<file path="src/rtl/serial_addsub.sv">
// Bit-serial add/subtract: WIDTH-bit operands processed LSB-first, one bit pair per clock.
// Latency: start accepted at edge k -> done pulse from edge k+WIDTH, next start accepted at k+WIDTH+2.
// Backpressure: none; start is only sampled in IDLE and is ignored (not queued) while busy or done.
module serial_addsub #(
    parameter int WIDTH = 8
) (
    input  logic             clk,
    input  logic             rst_n,
    input  logic             start,
    input  logic             sub,
    input  logic [WIDTH-1:0] a,
    input  logic [WIDTH-1:0] b,
    output logic             busy,
    output logic             done,
    output logic [WIDTH-1:0] result,
    output logic             carry_out
);

    localparam int CW = (WIDTH > 2) ? $clog2(WIDTH) : 1;
    localparam logic [CW-1:0] LAST_BIT = CW'(WIDTH - 1);

    typedef enum logic [1:0] {
        IDLE = 2'd0,
        RUN  = 2'd1,
        DONE = 2'd2
    } state_t;

    state_t           state_q, state_d;
    logic [WIDTH-1:0] a_sh_q, a_sh_d;
    logic [WIDTH-1:0] b_sh_q, b_sh_d;
    logic [WIDTH-1:0] r_sh_q, r_sh_d;
    logic [WIDTH-1:0] result_q, result_d;
    logic [CW-1:0]    cnt_q, cnt_d;
    logic             sub_q, sub_d;
    logic             c_q, c_d;
    logic             carry_q, carry_d;

    // One-bit add/subtract slice on the current LSB pair and the registered carry/borrow.
    logic a0, b0, bit_sum, bit_cout;
    always_comb begin
        a0      = a_sh_q[0];
        b0      = b_sh_q[0];
        bit_sum = a0 ^ b0 ^ c_q;
        if (sub_q) begin
            bit_cout = (~a0 & b0) | (c_q & ~(a0 ^ b0));
        end else begin
            bit_cout = (a0 & b0) | (c_q & (a0 ^ b0));
        end
    end

    // Next-state and datapath update: load on accepted start, shift while running, publish on last bit.
    always_comb begin
        state_d  = state_q;
        a_sh_d   = a_sh_q;
        b_sh_d   = b_sh_q;
        r_sh_d   = r_sh_q;
        result_d = result_q;
        cnt_d    = cnt_q;
        sub_d    = sub_q;
        c_d      = c_q;
        carry_d  = carry_q;
        case (state_q)
            IDLE: begin
                if (start) begin
                    a_sh_d  = a;
                    b_sh_d  = b;
                    sub_d   = sub;
                    c_d     = 1'b0;
                    cnt_d   = '0;
                    state_d = RUN;
                end
            end
            RUN: begin
                r_sh_d = {bit_sum, r_sh_q[WIDTH-1:1]};
                a_sh_d = {1'b0, a_sh_q[WIDTH-1:1]};
                b_sh_d = {1'b0, b_sh_q[WIDTH-1:1]};
                c_d    = bit_cout;
                cnt_d  = cnt_q + 1'b1;
                if (cnt_q == LAST_BIT) begin
                    // The final bit completes the word; the shifted register is the answer.
                    result_d = {bit_sum, r_sh_q[WIDTH-1:1]};
                    carry_d  = bit_cout;
                    state_d  = DONE;
                end
            end
            DONE: begin
                state_d = IDLE;
            end
            default: begin
                state_d = IDLE;
            end
        endcase
    end

    // State and datapath registers with asynchronous abort to reset values.
    always_ff @(posedge clk or negedge rst_n) begin
        if (!rst_n) begin
            state_q  <= IDLE;
            a_sh_q   <= '0;
            b_sh_q   <= '0;
            r_sh_q   <= '0;
            result_q <= '0;
            cnt_q    <= '0;
            sub_q    <= 1'b0;
            c_q      <= 1'b0;
            carry_q  <= 1'b0;
        end else begin
            state_q  <= state_d;
            a_sh_q   <= a_sh_d;
            b_sh_q   <= b_sh_d;
            r_sh_q   <= r_sh_d;
            result_q <= result_d;
            cnt_q    <= cnt_d;
            sub_q    <= sub_d;
            c_q      <= c_d;
            carry_q  <= carry_d;
        end
    end

    // Outputs come straight from registers; status is a decode of the state flop only.
    always_comb begin
        busy      = (state_q == RUN);
        done      = (state_q == DONE);
        result    = result_q;
        carry_out = carry_q;
    end

endmodule

</file>
<file path="config.mk">
export PLATFORM = sky130hd
export DESIGN_NAME = serial_addsub
export DESIGN_NICKNAME = d
export VERILOG_FILES = /design/src/rtl/serial_addsub.sv
export SDC_FILE = /design/constraint.sdc
export NUM_CORES = 1
export LEC_CHECK = 0
export CAP_MARGIN = 20
export CELL_PAD_IN_SITES_DETAIL_PLACEMENT = 2
export CELL_PAD_IN_SITES_GLOBAL_PLACEMENT = 2
export CORE_ASPECT_RATIO = 0.8
export CORE_UTILIZATION = 34
export DETAILED_ROUTE_END_ITERATION = 12
export PLACE_DENSITY_LB_ADDON = 0.1
export SETUP_SLACK_MARGIN = 0.05
export SLEW_MARGIN = 20
export SYNTH_ARGS = -nofsm -noshare
export SYNTH_HDL_FRONTEND = slang
export SYNTH_SLANG_ARGS = --single-unit
</file>
<file path="constraint.sdc">
create_clock -name clk -period 2.2 [get_ports clk]
set_clock_uncertainty 0.2 [all_clocks]
set_input_delay 0.44 -clock clk [delete_from_list [all_inputs] [get_ports clk]]
set_output_delay 0.44 -clock clk [all_outputs]
set_load 0.01 [all_outputs]
</file>
==> flow_summary.yaml, run 1 <==
sta:
  finalHoldViolations: 0
  rsz0062_at_grt: "no"
  slew_headroom_pct: 65.1
  worst_pin_slew_ns: 0.524
  drv_slew: 0
  period_minus_slack_ns: 1.92
  finalSetupTns_ns: 0
  post-route-period-util_pct: 87.2
  setup_viol: 0
  fmax_mhz: 521
finish:
  layout_commonest_cell: "dfrtp_1"
  multi_input_area_um2: 648
  antennaDiodeCount: 0
  fill_cells: 490
  final_nets: 201
  final_cell_mix: "dfrtp_1 (37), o22ai_1 (28), clkdlybuf4s50_1 (27)"
  drive_above_1_share_pct: 19.7
  area_growth_pct: 26.7
  seq_area_um2: 978
  postLayoutCoreUtil_pct: 46.4
floorplanning:
  rows: 22
  start_util_pct: 36.6
  ios: 31
  fp.dieH_um: 65.9
  die-area_mm2: 0.00539
  die_w_um: 81.8
  core_mm2: 0.00473
global_routing:
  grt_pass1_wl_um: 7190
  grt_usage_pct: 18.4
  grt_max_degree: 24
  grt_pass1_vias: 1395
  grt_overflow: 0
  antenna_found_initial: 0
setup_path:
  path_max_fanout: 9
  reg2reg_from: "cnt_q[0]"
  r2r_end: "result[0]"
  crit_path_end: "busy"
  r2r_setup_slack_ns: 0.28
  start_kind: "flop"
  cp_num_cells: 4
  startpoint: "state_q[0]"
  slowest_stage: "dfrtp_2"
  slowest_delay_ns: 0.41
  r2r_cells: 4
  crit_buf_inv: 3
  worstPathRequired_ns: 1.56
  critical_path_class: "flop to primary output"
  crit_chain: "buf_4, nand2b_4, inv_1, dlygate4sd2_1"
  crit_path_end_kind: "primary output"
  cp.arrival_ns: 1.28
  cp_top_family: "buffers and inverters"
logic_synthesis:
  synth_seq_cells: 39
  netlist_area_mm2: 0.00173
  synth.top_cell.area_share_pct: 56.3
  yosysTopAreaCell: "dfrtp_1"
  avgSynthCellArea_um2: 12.2
  synth_area_leaders: "dfrtp_1 (56%), o22ai_1 (10%), mux2_2 (7.8%)"
  postSynthCellCount: 142
  syn-num-nets: 166
  synth_seq_area_share_pct: 56.3
  ys_types: 22
  yosys_warnings: 0
drt:
  dr_wl_met2_um: 1930
  via_count: 1253
  detail_route.vias_per_cell: 5.26
  drc: 0
  wl_met1_um: 1960
  antenna_left: 0
  top_layer_used: "met4"
  firstDrtPassIters: 4
  met3_length_um: 158
  drtIter0Drc: 33
  wl_um: 4110
  avgRoutedWirePerCell_um: 17.3
placed_design:
  gp_congestion: 0.722
  port_buffers: 30
  hpwl_um: 2860
cts:
  cts.sinks: 39
  root_buffer: "clkbuf_8"
  path_clk_slew_ns: 0.07
  cts_tree: "done"
  cts-buffers-inserted: 5
  h-tree-depth: 2
  cts_max_path_buffers: 2
  clock_latency_ns: 0.29
flow_run:
  max-cap-violations: 0
power:
  internal_power_mw: 2.05
  switching_share_pct: 34.2
  p_sw_mw: 1.06
  p_leak_nw: 0.938
  power_frac_seq_pct: 42.6
  ir_worst_vdd_uv: 498
  power_frac_clock_pct: 16.9
  comb_power_share_pct: 40.5
  powerDensity_mw_per_mm2: 1420
min_path:
  hp-class: "flop to flop"
  whs_path_depth: 1
run_status:
  status: "complete, no violations"
## routing by layer
layer	global-route usage (%)	vias to the layer above
met5	0	-
met4	5.26	0
met3	4.83	7
met2	28.1	25
met1	25.7	633
li1	-	588
## registers in the layout (all words and copies together), names as in the netlist
register,flops
r_sh_q,7
a_sh_q,8
sub_q,1
state_q,2
c_q,1
cnt_q,3
carry_out,1
result,8
b_sh_q,8
## Yosys cell counts (all sizes together)
library cell	n
dfrtp	39
o22ai	28
mux2	16
a21oi	15
buf	9
inv	7
o21ai	7
nand2	5
nor2	3
a22o	2
fa	2
ha	2
nand2b	2
and2b	1
clkbuf	1
mux2i	1
nand3b	1
o21bai	1
## per-stage QoR
step	std cells	worst slack (ns)	hold slack (ns)	instance area, um^2	power (mW)
after global placement	228	0.323	0.222	2080	2.50
after floorplan	142	0.558	-0.0556	1730	2.16
after detailed placement	228	0.248	0.242	2080	2.61
after global routing	238	0.152	0.338	2200	3.36
after CTS	238	0.252	0.311	2200	3.16
final	238	0.281	0.305	2200	3.11
## power by group through the flow
stage                     sequential (mW)  clock (mW)  combinational [mW]
after floorplan                      1.30           0               0.859
final                                1.33       0.525                1.26
after CTS                            1.33       0.547                1.28
after global routing                 1.38       0.579                1.40
after global placement               1.32           0                1.18
after detailed placement             1.36           0                1.25
## layout make-up
cell class                      count  share of cell area (%)
Timing Repair Buffer               38                    16.8
Multi-Input combinational cell     86                    29.5
Inverter                            7                    1.20
Clock buffer                        8                    4.56
Tap cell                           60                    3.42
Sequential cell                    39                    44.6
## what timing repair did
action | CTS | global route
resized for setup | 4 | 0
setup buffers | 1 | 0
hold endpoints to repair | 20 | 0
hold buffers | 1 | 0
setup endpoints to repair | 2 | 0
## logic make-up (layout without fill, tap and decap cells)
family	after synthesis	in the layout	synth area share [%]
AO/OA/AOI/OAI	53	53	17.9
flip-flops	39	39	56.3
buffers and inverters	17	53	6.28
adder cells (fa/ha/maj)	4	4	3.75
multiplexers	17	17	11.8
AND/OR/NAND/NOR	12	12	3.90
## how the worst min path moves through the flow
stage,start,to,slack (ns)
global placement,rst_n,a_sh_q[3],0.22
global route,cnt_q[1],cnt_q[1],0.34
floorplan,rst_n,a_sh_q[0],-0.06
detailed placement,rst_n,a_sh_q[3],0.24
CTS,result[1],result[1],0.31
finish,result[1],result[1],0.30
Note: power is estimated with default switching activity, not from simulation.
==> run 2: changes to the inputs <==
--- a/config.mk
+++ b/config.mk
@@ -9,7 +9,8 @@
 export CELL_PAD_IN_SITES_DETAIL_PLACEMENT = 2
 export CELL_PAD_IN_SITES_GLOBAL_PLACEMENT = 2
 export CORE_ASPECT_RATIO = 0.8
-export CORE_UTILIZATION = 34
+export CORE_UTILIZATION = 36
+export CTS_BUF_LIST = sky130_fd_sc_hd__clkbuf_4 sky130_fd_sc_hd__clkbuf_8
 export DETAILED_ROUTE_END_ITERATION = 12
 export PLACE_DENSITY_LB_ADDON = 0.1
 export SETUP_SLACK_MARGIN = 0.05
==> run 2 against run 1 <==
  * Power is 2.3% higher
  * Largest power group unchanged
  * The flow now finishes with violations (negative hold slack)
  * Design area fell by 0.11%
  * Critical path depth stayed put
  * Global-route usage grew 2.3 points
  * Clock power increased by 4%
==> flow_summary.yaml, run 2 (synthesis gave the netlist of run 1 again) <==
run_status:
  status: "finished with violations"
  violations: "negative hold slack"
power:
  internal_power_mw: 2.07
  ir_worst_vdd_uv: 644
  p_sw_mw: 1.11
  p_leak_nw: 0.937
  finalPower_mw: 3.18
  switching_share_pct: 34.8
  power_frac_clock_pct: 17.1
  comb_power_share_pct: 40.8
  powerDensity_mw_per_mm2: 1450
  power_frac_seq_pct: 42.1
drt:
  drc: 0
  detail_route.vias_per_cell: 5.42
  firstDrtPassIters: 4
  wl_um: 4570
  via_count: 1295
  antenna_left: 0
  avgRoutedWirePerCell_um: 19.1
  drtIter0Drc: 22
sta:
  slew_headroom_pct: 66.7
  setup_viol: 0
  rsz0062_at_grt: "no"
  fmax_mhz: 490
  drv_slew: 0
  worst_pin_slew_ns: 0.498
  post-route-period-util_pct: 92.7
  finalSetupTns_ns: 0
  finalHoldViolations: 7
  period_minus_slack_ns: 2.04
  hold_slack_ns: -0.00602
cts:
  cts_tree: "done"
  clock_latency_ns: 0.29
  cts.sinks: 39
  path_clk_slew_ns: 0.07
  h-tree-depth: 2
  cts_max_path_buffers: 2
  cts-buffers-inserted: 5
  ctsHoldBuffers: 0
  root_buffer: "clkbuf_8"
setup_path:
  path_max_fanout: 7
  start_kind: "flop"
  worstPathRequired_ns: 1.56
  cp.arrival_ns: 1.40
  crit_path_end_kind: "primary output"
  critical_path_class: "flop to primary output"
  r2r_setup_slack_ns: 0.29
flow_run:
  max-cap-violations: 0
floorplanning:
  die-area_mm2: 0.00510
  ios: 31
  start_util_pct: 37.7
  rows: 22
  fp.dieH_um: 64.1
  die_w_um: 79.6
  core_mm2: 0.00460
finish:
  layout_commonest_cell: "dfrtp_1"
  antennaDiodeCount: 0
  multi_input_area_um2: 648
  seq_area_um2: 978
  final_cell_mix: "dfrtp_1 (37), o22ai_1 (28), clkdlybuf4s50_1 (28)"
  drive_above_1_share_pct: 21.2
  area_growth_pct: 26.6
  final_nets: 202
  fill_cells: 487
placed_design:
  port_buffers: 30
  gp_congestion: 0.717
  hpwl_um: 2890
min_path:
  hp-class: "input port to asynchronous set/reset pin"
global_routing:
  grt_max_degree: 40
  grt_pass1_wl_um: 7650
  grt_pass1_vias: 1440
  grt_usage_pct: 20.7
  antenna_found_initial: 0
  grt_overflow: 0
==> run 2: cell types whose count changed in the layout (fill, tap and decap cells not counted) <==
| cell | previous run | this run |
|---|---|---|
| clkdlybuf4s50_1 | 27 | 28 |
| dlygate4sd3_1 | 1 | 0 |
| clkbuf_1 | 1 | 0 |
| clkbuf_4 | 0 | 1 |
| buf_12 | 1 | 0 |
| buf_4 | 6 | 9 |
| dlygate4sd2_1 | 2 | 1 |
==> run 2: cell type report <==
| class | instances | area share (%) |
|---|---|---|
| Multi-Input combinational cell | 86 | 29.5 |
| Timing Repair Buffer | 39 | 16.5 |
| Sequential cell | 39 | 44.6 |
| Tap cell | 60 | 3.42 |
| Clock buffer | 8 | 4.73 |
| Inverter | 7 | 1.20 |
==> run 2: repair_timing <==
item,4_1_cts,5_1_grt
gates resized for setup,3,0
buffers inserted,2,1
setup endpoints to repair,2,1
gates cloned,0,0
==> run 2: worst max-delay path, cell delays in order, from the launching register on <==
cell and delay (ns):
dfrtp_2 0.41, buf_4 0.16, nand2b_4 0.15, inv_1 0.11, dlygate4sd2_1 0.29
==> run 2: final timing paths <==
check,start,to,cells past startpoint
setup / recovery,state_q[1],busy,4
hold / removal,rst_n,a_sh_q[3],2
setup reg to reg,cnt_q[0],result[2],4
hold reg to reg,carry_out,carry_out,2
max in group asynchronous,rst_n,state_q[1],2
min in group clk,carry_out,carry_out,2
==> run 2: through the flow <==
stage                     setup slack, ns  util (%)  instance area (um^2)  hold WS [ns]  cells
after global placement              0.313      44.9                  2070         0.277    228
after detailed placement            0.279      44.9                  2070         0.291    228
after floorplan                     0.558         -                  1730       -0.0556    142
after global routing                0.118      47.7                  2190        0.0245    239
after CTS                          0.0793      47.6                  2190       0.00723    238
final                               0.161      47.7                  2190      -0.00602    239
==> run 2: power groups by stage <==
stage / sequential (mW) / combinational (mW) / clock (mW)
floorplan: 1.30 / 0.859 / 0
global placement: 1.33 / 1.17 / 0
detailed placement: 1.37 / 1.25 / 0
CTS: 1.35 / 1.31 / 0.562
global route: 1.39 / 1.43 / 0.593
finish: 1.34 / 1.30 / 0.544
==> run 2: per-layer routing <==
metal	routed length, um	part of all wire, %	GRT usage [%]
met2	2260	50	34.0
met4	87	1.9	8.64
met3	176	3.9	4.86
met1	2040	45	26.0
met5	0	0	0
